==> config.mk <==
export PLATFORM = sky130hd
export DESIGN_NAME = hazard_scoreboard
export DESIGN_NICKNAME = d
export VERILOG_FILES = /design/src/rtl/hazard_scoreboard.sv
export SDC_FILE = /design/constraint.sdc
export NUM_CORES = 1
export LEC_CHECK = 0
export ABC_AREA = 1
export ABC_CLOCK_PERIOD_IN_PS = 1900
export BUFFER_PORTS_ARGS = -buffer_cell sky130_fd_sc_hd__buf_2
export CORE_MARGIN = 4
export CORE_UTILIZATION = 35
export DETAILED_ROUTE_END_ITERATION = 8
export PLACE_DENSITY_LB_ADDON = 0.08
export SYNTH_ARGS = -nofsm -noshare
export SYNTH_HDL_FRONTEND = slang
export SYNTH_SLANG_ARGS = --single-unit
export TNS_END_PERCENT = 1
==> constraint.sdc <==
create_clock -name clk -period 1.9 [get_ports clk]
set_input_delay 0.285 -clock clk [delete_from_list [all_inputs] [get_ports clk]]
set_output_delay 0.285 -clock clk [all_outputs]
set_load 0.02 [all_outputs]
==> src/rtl/hazard_scoreboard.sv <==
// RAW-hazard scoreboard beside ID: one countdown per architectural register
// decides each cycle whether the ID instruction issues or IF/ID holds for a bubble.
module hazard_scoreboard #(
   parameter int NREG     = 32,
   parameter int AW       = 5,
   parameter int WB_DEPTH = 3,
   parameter int FWD_EN   = 1,
   parameter int ALU_LAT  = 0,
   parameter int LOAD_LAT = 1,
   parameter int SW       = 16
) (
   input  logic          clk,
   input  logic          rst_n,
   input  logic          id_valid,
   input  logic [AW-1:0] id_rs,
   input  logic [AW-1:0] id_rt,
   input  logic          id_use_rs,
   input  logic          id_use_rt,
   input  logic [AW-1:0] id_rd,
   input  logic          id_regwr,
   input  logic          id_is_load,
   input  logic          flush,
   input  logic          stat_clr,
   output logic          issue,
   output logic          stall,
   output logic [SW-1:0] stall_count
);

   localparam int CW = (WB_DEPTH < 1) ? 1 : $clog2(WB_DEPTH + 1);

   if (ALU_LAT > WB_DEPTH || LOAD_LAT > WB_DEPTH) begin : g_lat_err
      $error("hazard_scoreboard: ALU_LAT and LOAD_LAT must not exceed WB_DEPTH");
   end
   if (NREG != (1 << AW)) begin : g_nreg_err
      $error("hazard_scoreboard: NREG must equal 2**AW");
   end

   function automatic logic [CW-1:0] sat_dec(input logic [CW-1:0] v);
      return (v == '0) ? v : v - CW'(1);
   endfunction

   function automatic logic [SW-1:0] sat_inc(input logic [SW-1:0] v);
      return (&v) ? v : v + SW'(1);
   endfunction

   logic [CW-1:0] cnt     [1:NREG-1];
   logic [CW-1:0] cnt_nxt [1:NREG-1];
   logic [NREG-1:0] busy;
   logic [CW-1:0]   lat;
   logic            hazard;
   logic            wr_en;

   // r0 has no counter, so its busy bit stays zero and never produces a hazard
   always_comb begin
      busy = '0;
      for (int r = 1; r < NREG; r++) begin
         busy[r] = (cnt[r] != '0);
      end
   end

   assign hazard = (id_use_rs && busy[id_rs]) || (id_use_rt && busy[id_rt]);
   assign stall  = id_valid && hazard && !flush;
   assign issue  = id_valid && !hazard && !flush;
   assign wr_en  = issue && id_regwr;

   always_comb begin
      lat = CW'(WB_DEPTH);
      if (FWD_EN != 0) begin
         lat = id_is_load ? CW'(LOAD_LAT) : CW'(ALU_LAT);
      end
   end

   // Longest outstanding latency wins on WAW; a zero latency never raises a counter
   always_comb begin
      for (int r = 1; r < NREG; r++) begin
         cnt_nxt[r] = sat_dec(cnt[r]);
         if (wr_en && (id_rd == AW'(r)) && (lat > cnt_nxt[r])) begin
            cnt_nxt[r] = lat;
         end
      end
   end

   always_ff @(posedge clk or negedge rst_n) begin
      if (!rst_n) begin
         for (int r = 1; r < NREG; r++) begin
            cnt[r] <= '0;
         end
      end else begin
         for (int r = 1; r < NREG; r++) begin
            cnt[r] <= cnt_nxt[r];
         end
      end
   end

   always_ff @(posedge clk or negedge rst_n) begin
      if (!rst_n) begin
         stall_count <= '0;
      end else if (stat_clr) begin
         stall_count <= '0;
      end else if (stall) begin
         stall_count <= sat_inc(stall_count);
      end
   end

endmodule

---- After elaboration in Yosys (flattened, before gate mapping) ----
Cells that the tools add are included.
cells by class
  add/subtract/negate cells ............... 32
  order comparisons ....................... 33
  eq/ne operators ......................... 32
  muxes and demuxes ....................... 70
  reductions and logical operators ........ 137
operator list
  kind                                                                   number
  2-bit 2-to-1 mux                                                       62
  5-bit equality test, second input constant                             16
  1-bit logical AND                                                      69
  2-bit nonzero test                                                     32
  1-bit by 2-bit > comparator with 1-bit output                          31
  2-bit logical NOT                                                      31
  2-bit by 1-bit subtractor with 2-bit output, second input constant     31
  16-bit 2-to-1 mux                                                      3
  5-bit by 4-bit equality test with 1-bit output, second input constant  8
  5-bit by 3-bit equality test with 1-bit output, second input constant  4
  16-bit by 1-bit adder with 16-bit output, second input constant        1
  16-bit AND reduction                                                   1
  5-bit by 6-bit < comparator with 1-bit output, second input constant   2
  1-bit binary-select mux with 5-bit select                              2
  5-bit by 2-bit equality test with 1-bit output, second input constant  2
  5-bit by 1-bit equality test with 1-bit output, second input constant  1
  1-bit 2-to-1 mux                                                       3
  1-bit logical NOT                                                      2
  2-bit inequality test, second input constant                           1
  2-bit AND reduction                                                    1
  1-bit logical OR                                                       1
storage, ports and cells
  register bits ........................... 78
  bits of input ports ..................... 24
  output and inout port bits .............. 18
  logic and storage cells ................. 336

---- Depth between registers and ports, before layout ----
Gate-level depths: netlist (run 1).
  depth after elaboration ................. 12
  gate-level depth with buffers ........... 17

---- Least setup slack after synthesis (run 1) ----
No wires, ideal clock.
  path kind ............................... input -> register
  start ................................... input port id_is_load
  end ..................................... register cnt[20] (netlist bit)
  setup time .............................. 0.115 ns
  arrival ................................. 2.313 ns
  required time ........................... 1.785 ns
  path slack .............................. -0.528 ns
  cell stages on the path ................. 9
  buffers on the path ..................... 1
  cell sequence ........................... inv_1 > clkbuf_1 > ha_1 > nor3_1 > nand2_1 > nor2_1 > nand4_1 > nand2_1 > inv_1
RTL lines
  element                        RTL line  source
  start, declared                21        input logic id_is_load,
  end signal, assigned by index  90        cnt[r] <= cnt_nxt[r];
  end, declared                  46        logic [CW-1:0] cnt [1:NREG-1];

---- Worst setup path after layout (run 1) ----
  start ................................... register cnt[23] (netlist bit)
  end ..................................... output port issue
on the way
  cells in the longest elaborated chain, start to end .. 8
  elaborated cells between the ends (all ways) .. 11
  those cells by class .................... mux: 4; reduce/logical: 7
RTL lines
  element                                    RTL line  source
  2-bit nonzero test (*)                     57        busy[r] = (cnt[r] != '0);
  1-bit binary-select mux with 5-bit select  61        assign hazard = (id_use_rs && busy[id_rs]) || (id_use_rt && busy[id_rt]);
  1-bit 2-to-1 mux (not written as such)     61
  1-bit logical AND                          61
  1-bit logical OR (*)                       61
  1-bit logical NOT (*)                      63        assign issue = id_valid && !hazard && !flush;
  1-bit logical AND (*) (2 in a row)         63
  end, declared                              24        output logic issue,
Mark *: on every way between the ends. The rest lies on a longest branch, timed or not. The select of a mux whose other input is x is not followed.

==> flow_summary.json, run 1 <==
{
  "yosysMostFrequentCell": "nand2_1",
  "worstPathArrival_ps": 1810,
  "syn_area_sq_um": 5608,
  "grt_overflow": 0,
  "min_period_ps": 2091,
  "place_inst": 1130,
  "hpwl_mm": 12.11,
  "synth_top_area_cell": "dfrtp_1",
  "synthDistinctLibCells": 28,
  "grt_pass1_wl_mm": 27.38,
  "critPathTopFamily": "simple AND/OR/NAND/NOR gates",
  "synth_fp_nets": 900,
  "numClockSinks": 78,
  "layout_worst_path_cycle_share_pct": 110.0,
  "cp-startpoint": "cnt[23]",
  "endpoint_kind": "output pin",
  "fmax_mhz": 478.3,
  "wire_per_inst_microns": 14.30,
  "cp.required_ps": 1620,
  "worstReg2RegEnd": "cnt[22]",
  "cts_buffers": 9,
  "fin_nets": 987,
  "gp_congestion": 0.9127,
  "seq_area_frac_synth_pct": 34.81,
  "power-per-cell-area_nw_per_um2": 582.2,
  "place_ws_ps": -307.7,
  "reg2reg_setup_slack_ps": -130,
  "seqPwrFrac_pct": 42.0,
  "ys_ff_latch": 78,
  "vias_per_cell": 4.852,
  "die_area_sq_um": 18110,
  "cp-endpoint": "issue",
  "start_util_pct": 35.56,
  "ant_nets": 0,
  "power.switching_w": 0.001122,
  "tightest_slew_ps": 485.2,
  "cts_tree": "yes",
  "grt_pass1_vias": 5215,
  "cpMostUsedCell": "nand2_1",
  "pwr-share-clk_pct": 44.1,
  "place.port_buffers": 41,
  "cts_root_buffer": "clkbuf_16",
  "crit_chain": "nor2_2 > nand2_1 > o21ai_1 > nand2_1 > nand3_1 > nand2_1 > nand2_1 > nand3_2 > nand3_4 > nand2_4 > nor2_8 > buf_6",
  "slowest_delay_ps": 380,
  "violations": "setup timing",
  "die_h_microns": 134.6,
  "p_int_w": 0.002870,
  "stdcell_count": 1152,
  "synth_edf_count": 0,
  "insertion_delay_ps": 350,
  "io_pins": 42,
  "cts_max_level": 3,
  "placed_area_sq_um": 6419,
  "critical_path.max_fanout": 2,
  "avgSynthCellArea_sq_um": 6.637,
  "ys_async_sr_fraction_pct": 100.0,
  "clockBufferDepth": 2,
  "path_buf_inv": 1,
  "setup-violations-final": 49,
  "synth_flop_cell": "dfrtp_1",
  "power_frac_comb_pct": 13.9,
  "antenna_found_initial": 0,
  "ir_worst_vdd_mv": 0.3696,
  "finalInstanceArea_sq_um": 6858,
  "holdWs_ps": 376.7,
  "drv_slew": 0,
  "dr_total_vias": 5590,
  "groute.usage.overall_pct": 19.10,
  "ys_warn_count": 0,
  "synthTopCellsByArea": "dfrtp_1, nand2_1, inv_1, nand3_1, ha_1",
  "antennaDiodeCount": 0,
  "hold_viol": 0,
  "p_leak_nw": 3.879,
  "timing.rr.start": "cnt[23]",
  "synthCells": 845,
  "fin_skew_ps": 7.494,
  "coreArea_sq_um": 15770,
  "rows": 46,
  "worstSetupStartpointType": "flop",
  "dr.pass1.iters": 6,
  "switching_share_pct": 28.10,
  "crit_slowest_cell": "dfrtp_1",
  "drive_above_1_share_pct": 15.17,
  "drc_errors": 0,
  "drt_iter0_markers": 450,
  "cap_violations": 0,
  "worstSetupPathDepth": 12,
  "clk_pin_slew_ps": 60,
  "worstHoldPathType": "in2reg",
  "status": "finished, violations left",
  "fill_cells": 1701,
  "synth.top_cells.by_count": "nand2_1, inv_1, nor2_1",
  "rsz0062_at_grt": "true",
  "die_x_microns": 134.6,
  "grt_max_degree": 79,
  "path_class": "reg2out",
  "reg2reg_depth": 16,
  "slew_headroom_pct": 67.53,
  "synthToLayoutAreaGrowth_pct": 22.29,
  "fin_ws_ps": -190.9,
  "synth_top_area_share_pct": 34.81,
  "finalWirelength_mm": 16.47
}
kinds of logic (layout without fill, tap and decap cells):
kind of cell | Yosys count | after routing | share of synthesized area (%)
and+or+nand+nor | 480 | 480 | 37.64
buffers and inverters | 187 | 278 | 13.83
DFF | 78 | 78 | 34.81
AOI/OAI and AO/OA | 60 | 60 | 5.399
adders and majority gates | 31 | 31 | 6.917
xor gates and xnor gates | 9 | 9 | 1.406
area by class of cell:
class / instances / area, sq um / share of cell area, %
Inverter: 158 / 593.1 / 8.648
Timing Repair Buffer: 105 / 794.5 / 11.59
Clock buffer: 9 / 225.2 / 3.284
Sequential cell: 78 / 1952 / 28.46
Multi-Input combinational cell: 580 / 2959 / 43.15
Clock inverter: 6 / 63.81 / 0.9305
Tap cell: 216 / 270.3 / 3.941
stage by stage:
step	TNS (ps)	power, W	utilization (%)
global route	-11000	0.004175	43.49
floorplan	-705.7	0.002004	-
finish	-3923	0.003993	43.49
detailed placement	-10330	0.002244	40.70
global placement	-9572	0.002234	40.70
CTS	-3565	0.004047	43.13
power groups by stage:
stage          Sequential, W  Clock (W)  Combinational (W)
6_report             0.00168    0.00176           0.000555
5_1_grt              0.00168    0.00188           0.000615
4_1_cts              0.00168    0.00182           0.000552
3_5_place_dp         0.00171          0           0.000534
3_3_place_gp         0.00171          0           0.000525
2_1_floorplan        0.00172          0           0.000280
worst min-delay path by stage:
| stage | start | endpoint | slack (ps) | cells past startpoint |
|---|---|---|---|---|
| global placement | rst_n | cnt[61] | 360 | 2 |
| finish | stat_clr | stall_count[0] | 380 | 4 |
| floorplan | rst_n | cnt[0] | -10 | 0 |
| CTS | stat_clr | stall_count[0] | 370 | 4 |
| detailed placement | rst_n | cnt[8] | 360 | 2 |
| global route | stat_clr | stall_count[0] | 420 | 4 |
layer usage:
| metal | up-vias | GRT usage [%] | wire, microns |
|---|---|---|---|
| met1 | 2622 | 26.97 | 7946 |
| met4 | 0 | 6.165 | 299 |
| li1 | 2853 | - | - |
| met2 | 96 | 30.31 | 7526 |
| met5 | - | 0 | 0 |
| met3 | 19 | 2.720 | 701 |
cells in the final DEF (no fill, tap or decap), types with 2 or more instances in the layout:
master      count
clkbuf_16       9
xor2_1          7
nor4_1          5
o21ai_2         2
o21ai_1        31
nand2_1       213
o21ai_0        24
ha_1           31
nand4_1        31
nor3_1         35
dfrtp_1        78
nor2_2          6
nor3b_1         2
inv_2           3
nor2_1         88
xnor2_1         2
buf_4          56
clkinv_2        2
inv_1         154
nand3_1        90
buf_12          7
nand3_4         2
buf_6           3
nand3_2         3
buf_2          38
clkinvlp_4      2
repair_timing:
item                       in CTS  in global routing
setup endpoints to repair      47                 49
pin swaps                      12                 13
buffers inserted                3                  3
cloned                          0                  0
hold buffers                    1                  0
gates resized for setup        19                 12
hold endpoints to repair       69                  0
registers in the layout, summed over array words and instances, names as in the netlist:
signal and flops:
cnt 62, stall_count 16
worst min-delay path, delay by kind of cell:
family	cells	cell delay (ps)
AND/OR/NAND/NOR	3	210
buffers and inverters	1	190
(Power assumes the default switching activity.)
==> inputs of run 2 (changes only) <==
Settings changed: RECOVER_POWER set to 50.
==> flow_summary.json, run 2 (same netlist as run 1, synthesis figures left out) <==
{
  "rsz0062_at_grt": "true",
  "start_util_pct": 35.56,
  "pwr-share-clk_pct": 44.1,
  "grt_pass1_vias": 5215,
  "largest_register_ffs": 62,
  "grt_overflow": 0,
  "fill_cells": 1704,
  "crit_chain": "nor2_2 > nand2_1 > o21ai_1 > nand2_1 > nand3_1 > nand2_1 > nand2_1 > nand3_2 > nand3_4 > nand2_4 > nor2_8 > buf_6",
  "vias_per_cell": 4.847,
  "drive_above_1_share_pct": 14.85,
  "groute.usage.overall_pct": 19.10,
  "p_leak_nw": 3.853,
  "switching_share_pct": 28.16,
  "slew_headroom_pct": 21.73,
  "grt_pass1_wl_mm": 27.38,
  "finalInstanceArea_sq_um": 6834,
  "die_x_microns": 134.6,
  "critPathTopFamily": "simple AND/OR/NAND/NOR gates",
  "worstPathArrival_ps": 1810,
  "hpwl_mm": 12.11,
  "power.switching_w": 0.001124,
  "p_int_w": 0.002867,
  "cpMostUsedCell": "nand2_1",
  "wire_per_inst_microns": 14.33,
  "numClockSinks": 78,
  "path_class": "reg2out",
  "cp.required_ps": 1620,
  "fin_skew_ps": 8.618,
  "violations": "setup timing",
  "worstSetupStartpointType": "flop",
  "die_area_sq_um": 18110,
  "antennaDiodeCount": 0,
  "finalPower_w": 0.003991,
  "regMostFlops": "cnt",
  "drc_errors": 0,
  "fin_nets": 987,
  "antenna_found_initial": 0,
  "cts_tree": "yes",
  "hold_viol": 0,
  "top_regs": "cnt (62), stall_count (16)",
  "rows": 46,
  "place.port_buffers": 41,
  "finalWirelength_mm": 16.51,
  "drv_slew": 0,
  "final_common_cell": "nand2_1",
  "power-per-cell-area_nw_per_um2": 584.0,
  "path_buf_inv": 1,
  "cts_max_level": 3,
  "die_h_microns": 134.6,
  "dr.pass1.iters": 5,
  "fmax_mhz": 477.0,
  "power_frac_comb_pct": 13.8,
  "seqPwrFrac_pct": 42.1,
  "critical_path.max_fanout": 2,
  "place_ws_ps": -307.7,
  "endpoint_kind": "output pin",
  "final_cell_mix": "nand2_1, inv_1, nand3_1, nor2_1, dfrtp_1",
  "gp_congestion": 0.9127,
  "grt_max_degree": 79,
  "fin_util_pct": 43.34,
  "ant_nets": 0,
  "cts_buffers": 9,
  "drt_iter0_markers": 412,
  "layout_worst_path_cycle_share_pct": 110.3,
  "dr_total_vias": 5584,
  "placed_area_sq_um": 6419,
  "min_period_ps": 2096,
  "slowest_delay_ps": 380,
  "io_pins": 42,
  "worstHoldPathType": "in2reg",
  "tightest_slew_ps": 1174,
  "crit_slowest_cell": "dfrtp_1",
  "holdWs_ps": 376.5,
  "cts_root_buffer": "clkbuf_16",
  "synthToLayoutAreaGrowth_pct": 21.87,
  "status": "finished, violations left",
  "clockBufferDepth": 2,
  "ir_worst_vdd_mv": 0.3725,
  "clk_pin_slew_ps": 60,
  "setup-violations-final": 49,
  "coreArea_sq_um": 15770,
  "insertion_delay_ps": 350,
  "fin_ws_ps": -196.4,
  "cap_violations": 0
}
[run 2: final cells by class]
class                      instances  area [sq um]  share of cell area [%]
clock buffer                       9         225.2                   3.295
clock inverter                     6         63.81                  0.9337
inverter                         158         593.1                   8.678
multi-input combinational        580          2959                   43.30
sequential                        78          1952                   28.56
tap                              216         270.3                   3.955
timing repair buffer             105         770.7                   11.28
[run 2: worst reg2reg max path, delay by kind of cell, from the launching register on]
family                 cells  cell delay, ps
flip-flops                 1             380
buffers and inverters      3             390
AO/OA/AOI/OAI              1              80
AND/OR/NAND/NOR           12            1100
[run 2: power by group through the flow]
stage	Clock (W)	Combinational, W	Sequential (W)
final	0.00176	0.000551	0.00168
after CTS	0.00182	0.000552	0.00168
after floorplan	0	0.000280	0.00172
after global placement	0	0.000525	0.00171
after global routing	0.00188	0.000611	0.00168
after detailed placement	0	0.000534	0.00171
[run 2: repair_timing]
action	in CTS	in global routing
hold buffers	1	0
setup endpoints to repair	47	49
cloned	0	0
resized for setup	19	12
pin swaps	12	13
endpoints found under the hold margin	69	0
buffers inserted	3	3
[run 2: final timing paths]
path                                  endpoint  depth (start not counted)     start  slack (ps)
min in group asynchronous               cnt[8]                          3     rst_n         830
max in group asynchronous              cnt[23]                          3     rst_n         310
worst min-delay path            stall_count[0]                          4  stat_clr         380
worst max register to register         cnt[22]                         16   cnt[23]        -150
worst max-delay path                     issue                         12   cnt[23]        -200
worst min register to register         cnt[21]                          2   cnt[21]         500
[run 2: metrics by stage]
step                      TNS [ps]  cells
after floorplan             -705.7    845
after global placement       -9572   1130
after detailed placement    -10330   1130
after CTS                    -3565   1149
after global routing        -11000   1152
final                        -4162   1152
[run 2: routing by layer]
metal  share of wire [%]  global-route usage (%)  wire length (microns)
met1                  49                   26.97                   8039
met2                  46                   30.31                   7588
met3                 3.6                   2.720                    601
met4                 1.7                   6.165                    275
met5                   0                       0                      0
==> inputs of run 3 (changes only) <==
Settings changed: ABC_CLOCK_PERIOD_IN_PS 1900 to 2600.
Clock period 1.9 ns to 2.6 ns, I/O delays scaled along.
==> flow_summary.json, run 3 (same netlist as run 1, synthesis figures left out) <==
{
  "grt_pass1_wl_mm": 26.71,
  "fin_ws_ps": 186.0,
  "power-per-cell-area_nw_per_um2": 437.2,
  "cpMostUsedCell": "nand2_1",
  "antennaDiodeCount": 0,
  "dr_total_vias": 5430,
  "finalWirelength_mm": 16.15,
  "endpoint_kind": "output pin",
  "io_pins": 42,
  "path_class": "reg2out",
  "grt_pass1_vias": 5191,
  "die_x_microns": 134.6,
  "vias_per_cell": 4.950,
  "ant_nets": 0,
  "pwr-share-clk_pct": 42.9,
  "final_cell_mix": "nand2_1, inv_1, nand3_1, nor2_1, dfrtp_1",
  "insertion_delay_ps": 350,
  "seqPwrFrac_pct": 44.8,
  "grt_overflow": 0,
  "groute.usage.overall_pct": 18.65,
  "die_h_microns": 134.6,
  "status": "finished clean",
  "rows": 46,
  "cts_root_buffer": "clkbuf_16",
  "fin_setup_tns_ps": 0,
  "drv_slew": 0,
  "crit_slowest_cell": "dfrtp_1",
  "setup-violations-final": 0,
  "final_common_cell": "nand2_1",
  "finalPower_w": 0.002746,
  "tightest_slew_ps": 1130,
  "cts_hold_buf": 0,
  "antenna_found_initial": 0,
  "largest_register_ffs": 62,
  "stdcell_count": 1097,
  "worstPathArrival_ps": 2020,
  "crit_chain": "nor2_1 > nand2_1 > nand2_1 > nand2_1 > nand3_1 > nand2_1 > nand2_1 > nand3_1 > nand3_2 > nand2_4 > nor2_8 > buf_2",
  "hpwl_mm": 11.86,
  "layout_worst_path_cycle_share_pct": 92.85,
  "cts_buffers": 9,
  "worstSetupStartpointType": "flop",
  "grt_max_degree": 62,
  "worstHoldPathType": "in2async",
  "critical_path.max_fanout": 4,
  "cp.required_ps": 2210,
  "regMostFlops": "cnt",
  "cap_violations": 0,
  "power_frac_comb_pct": 12.3,
  "power.switching_w": 0.0007690,
  "place_inst": 1083,
  "hold_viol": 0,
  "fin_nets": 933,
  "holdWs_ps": 215.9,
  "place_ws_ps": 344.2,
  "top_regs": "cnt (62), stall_count (16)",
  "rsz0062_at_grt": "false",
  "numClockSinks": 78,
  "drive_above_1_share_pct": 8.627,
  "slew_headroom_pct": 24.69,
  "wire_per_inst_microns": 14.72,
  "coreArea_sq_um": 15770,
  "drc_errors": 0,
  "fmax_mhz": 414.2,
  "drt_iter0_markers": 259,
  "place.port_buffers": 41,
  "slowest_delay_ps": 390,
  "clockBufferDepth": 2,
  "start_util_pct": 35.56,
  "p_leak_nw": 3.558,
  "p_int_w": 0.001977,
  "reg2reg_setup_slack_ps": 510,
  "synthToLayoutAreaGrowth_pct": 12.03,
  "clk_pin_slew_ps": 60,
  "dr.pass1.iters": 5,
  "die_area_sq_um": 18110,
  "cts_tree": "yes",
  "fin_skew_ps": 8.406,
  "gp_congestion": 0.8981,
  "ir_worst_vdd_mv": 0.3194,
  "min_period_ps": 2414,
  "switching_share_pct": 28.00,
  "cts_max_level": 3
}
## run 3: changes by cell type in the layout (fill, tap and decap cells not counted), sizes merged
cell / previous run / this run
clkinv: 4 / 3
dlygate4sd3: 1 / 0
clkbuf: 28 / 14
bufinv: 1 / 0
buf: 85 / 49
clkinvlp: 2 / 0
## run 3: path summary, 6_finish.rpt
check	start	to	cells after the start
worst max-delay path	cnt[17]	issue	12
worst min register to register	cnt[21]	cnt[21]	2
max in group asynchronous	rst_n	cnt[17]	2
worst max register to register	stall_count[0]	stall_count[13]	10
worst min-delay path	rst_n	cnt[41]	1
min in group clk	flush	stall_count[1]	5
## run 3: timing repair
item,in CTS,in global routing
resized for setup,0,5
setup buffers,0,0
setup endpoints to repair,0,1
## run 3: critical path, delay by kind of cell, from the launching register on
| family | cells | cell delay, ps |
|---|---|---|
| and+or+nand+nor | 11 | 1090 |
| DFF | 1 | 390 |
| buffers and inverters | 1 | 190 |
## run 3: final cells by class
type,instances,area (sq um)
clock buffer,12,246.5
sequential,78,1952
timing repair buffer,51,315.3
fill,1696,9488
multi-input combinational,580,2895
tap,216,270.3
clock inverter,2,10.01
inverter,158,593.1
## run 3: routing by layer
| metal | track usage (%) | wire length [microns] |
|---|---|---|
| met5 | 0 | 0 |
| met4 | 7.183 | 446 |
| met3 | 3.689 | 658 |
| met2 | 29.41 | 7157 |
| met1 | 25.35 | 7883 |
## run 3: through the flow
step / area [sq um] / utilization [%]
after floorplan: 5608 / -
final: 6282 / 39.84
after CTS: 6285 / 39.85
after global placement: 6028 / 38.23
after global routing: 6282 / 39.84
after detailed placement: 6028 / 38.23
## run 3: power groups by stage
stage / combinational [W] / sequential (W) / clock (W)
after global routing: 0.000380 / 0.00123 / 0.00126
after detailed placement: 0.000342 / 0.00125 / 0
after global placement: 0.000337 / 0.00125 / 0
final: 0.000337 / 0.00123 / 0.00118
after floorplan: 0.000204 / 0.00126 / 0
after CTS: 0.000343 / 0.00123 / 0.00121
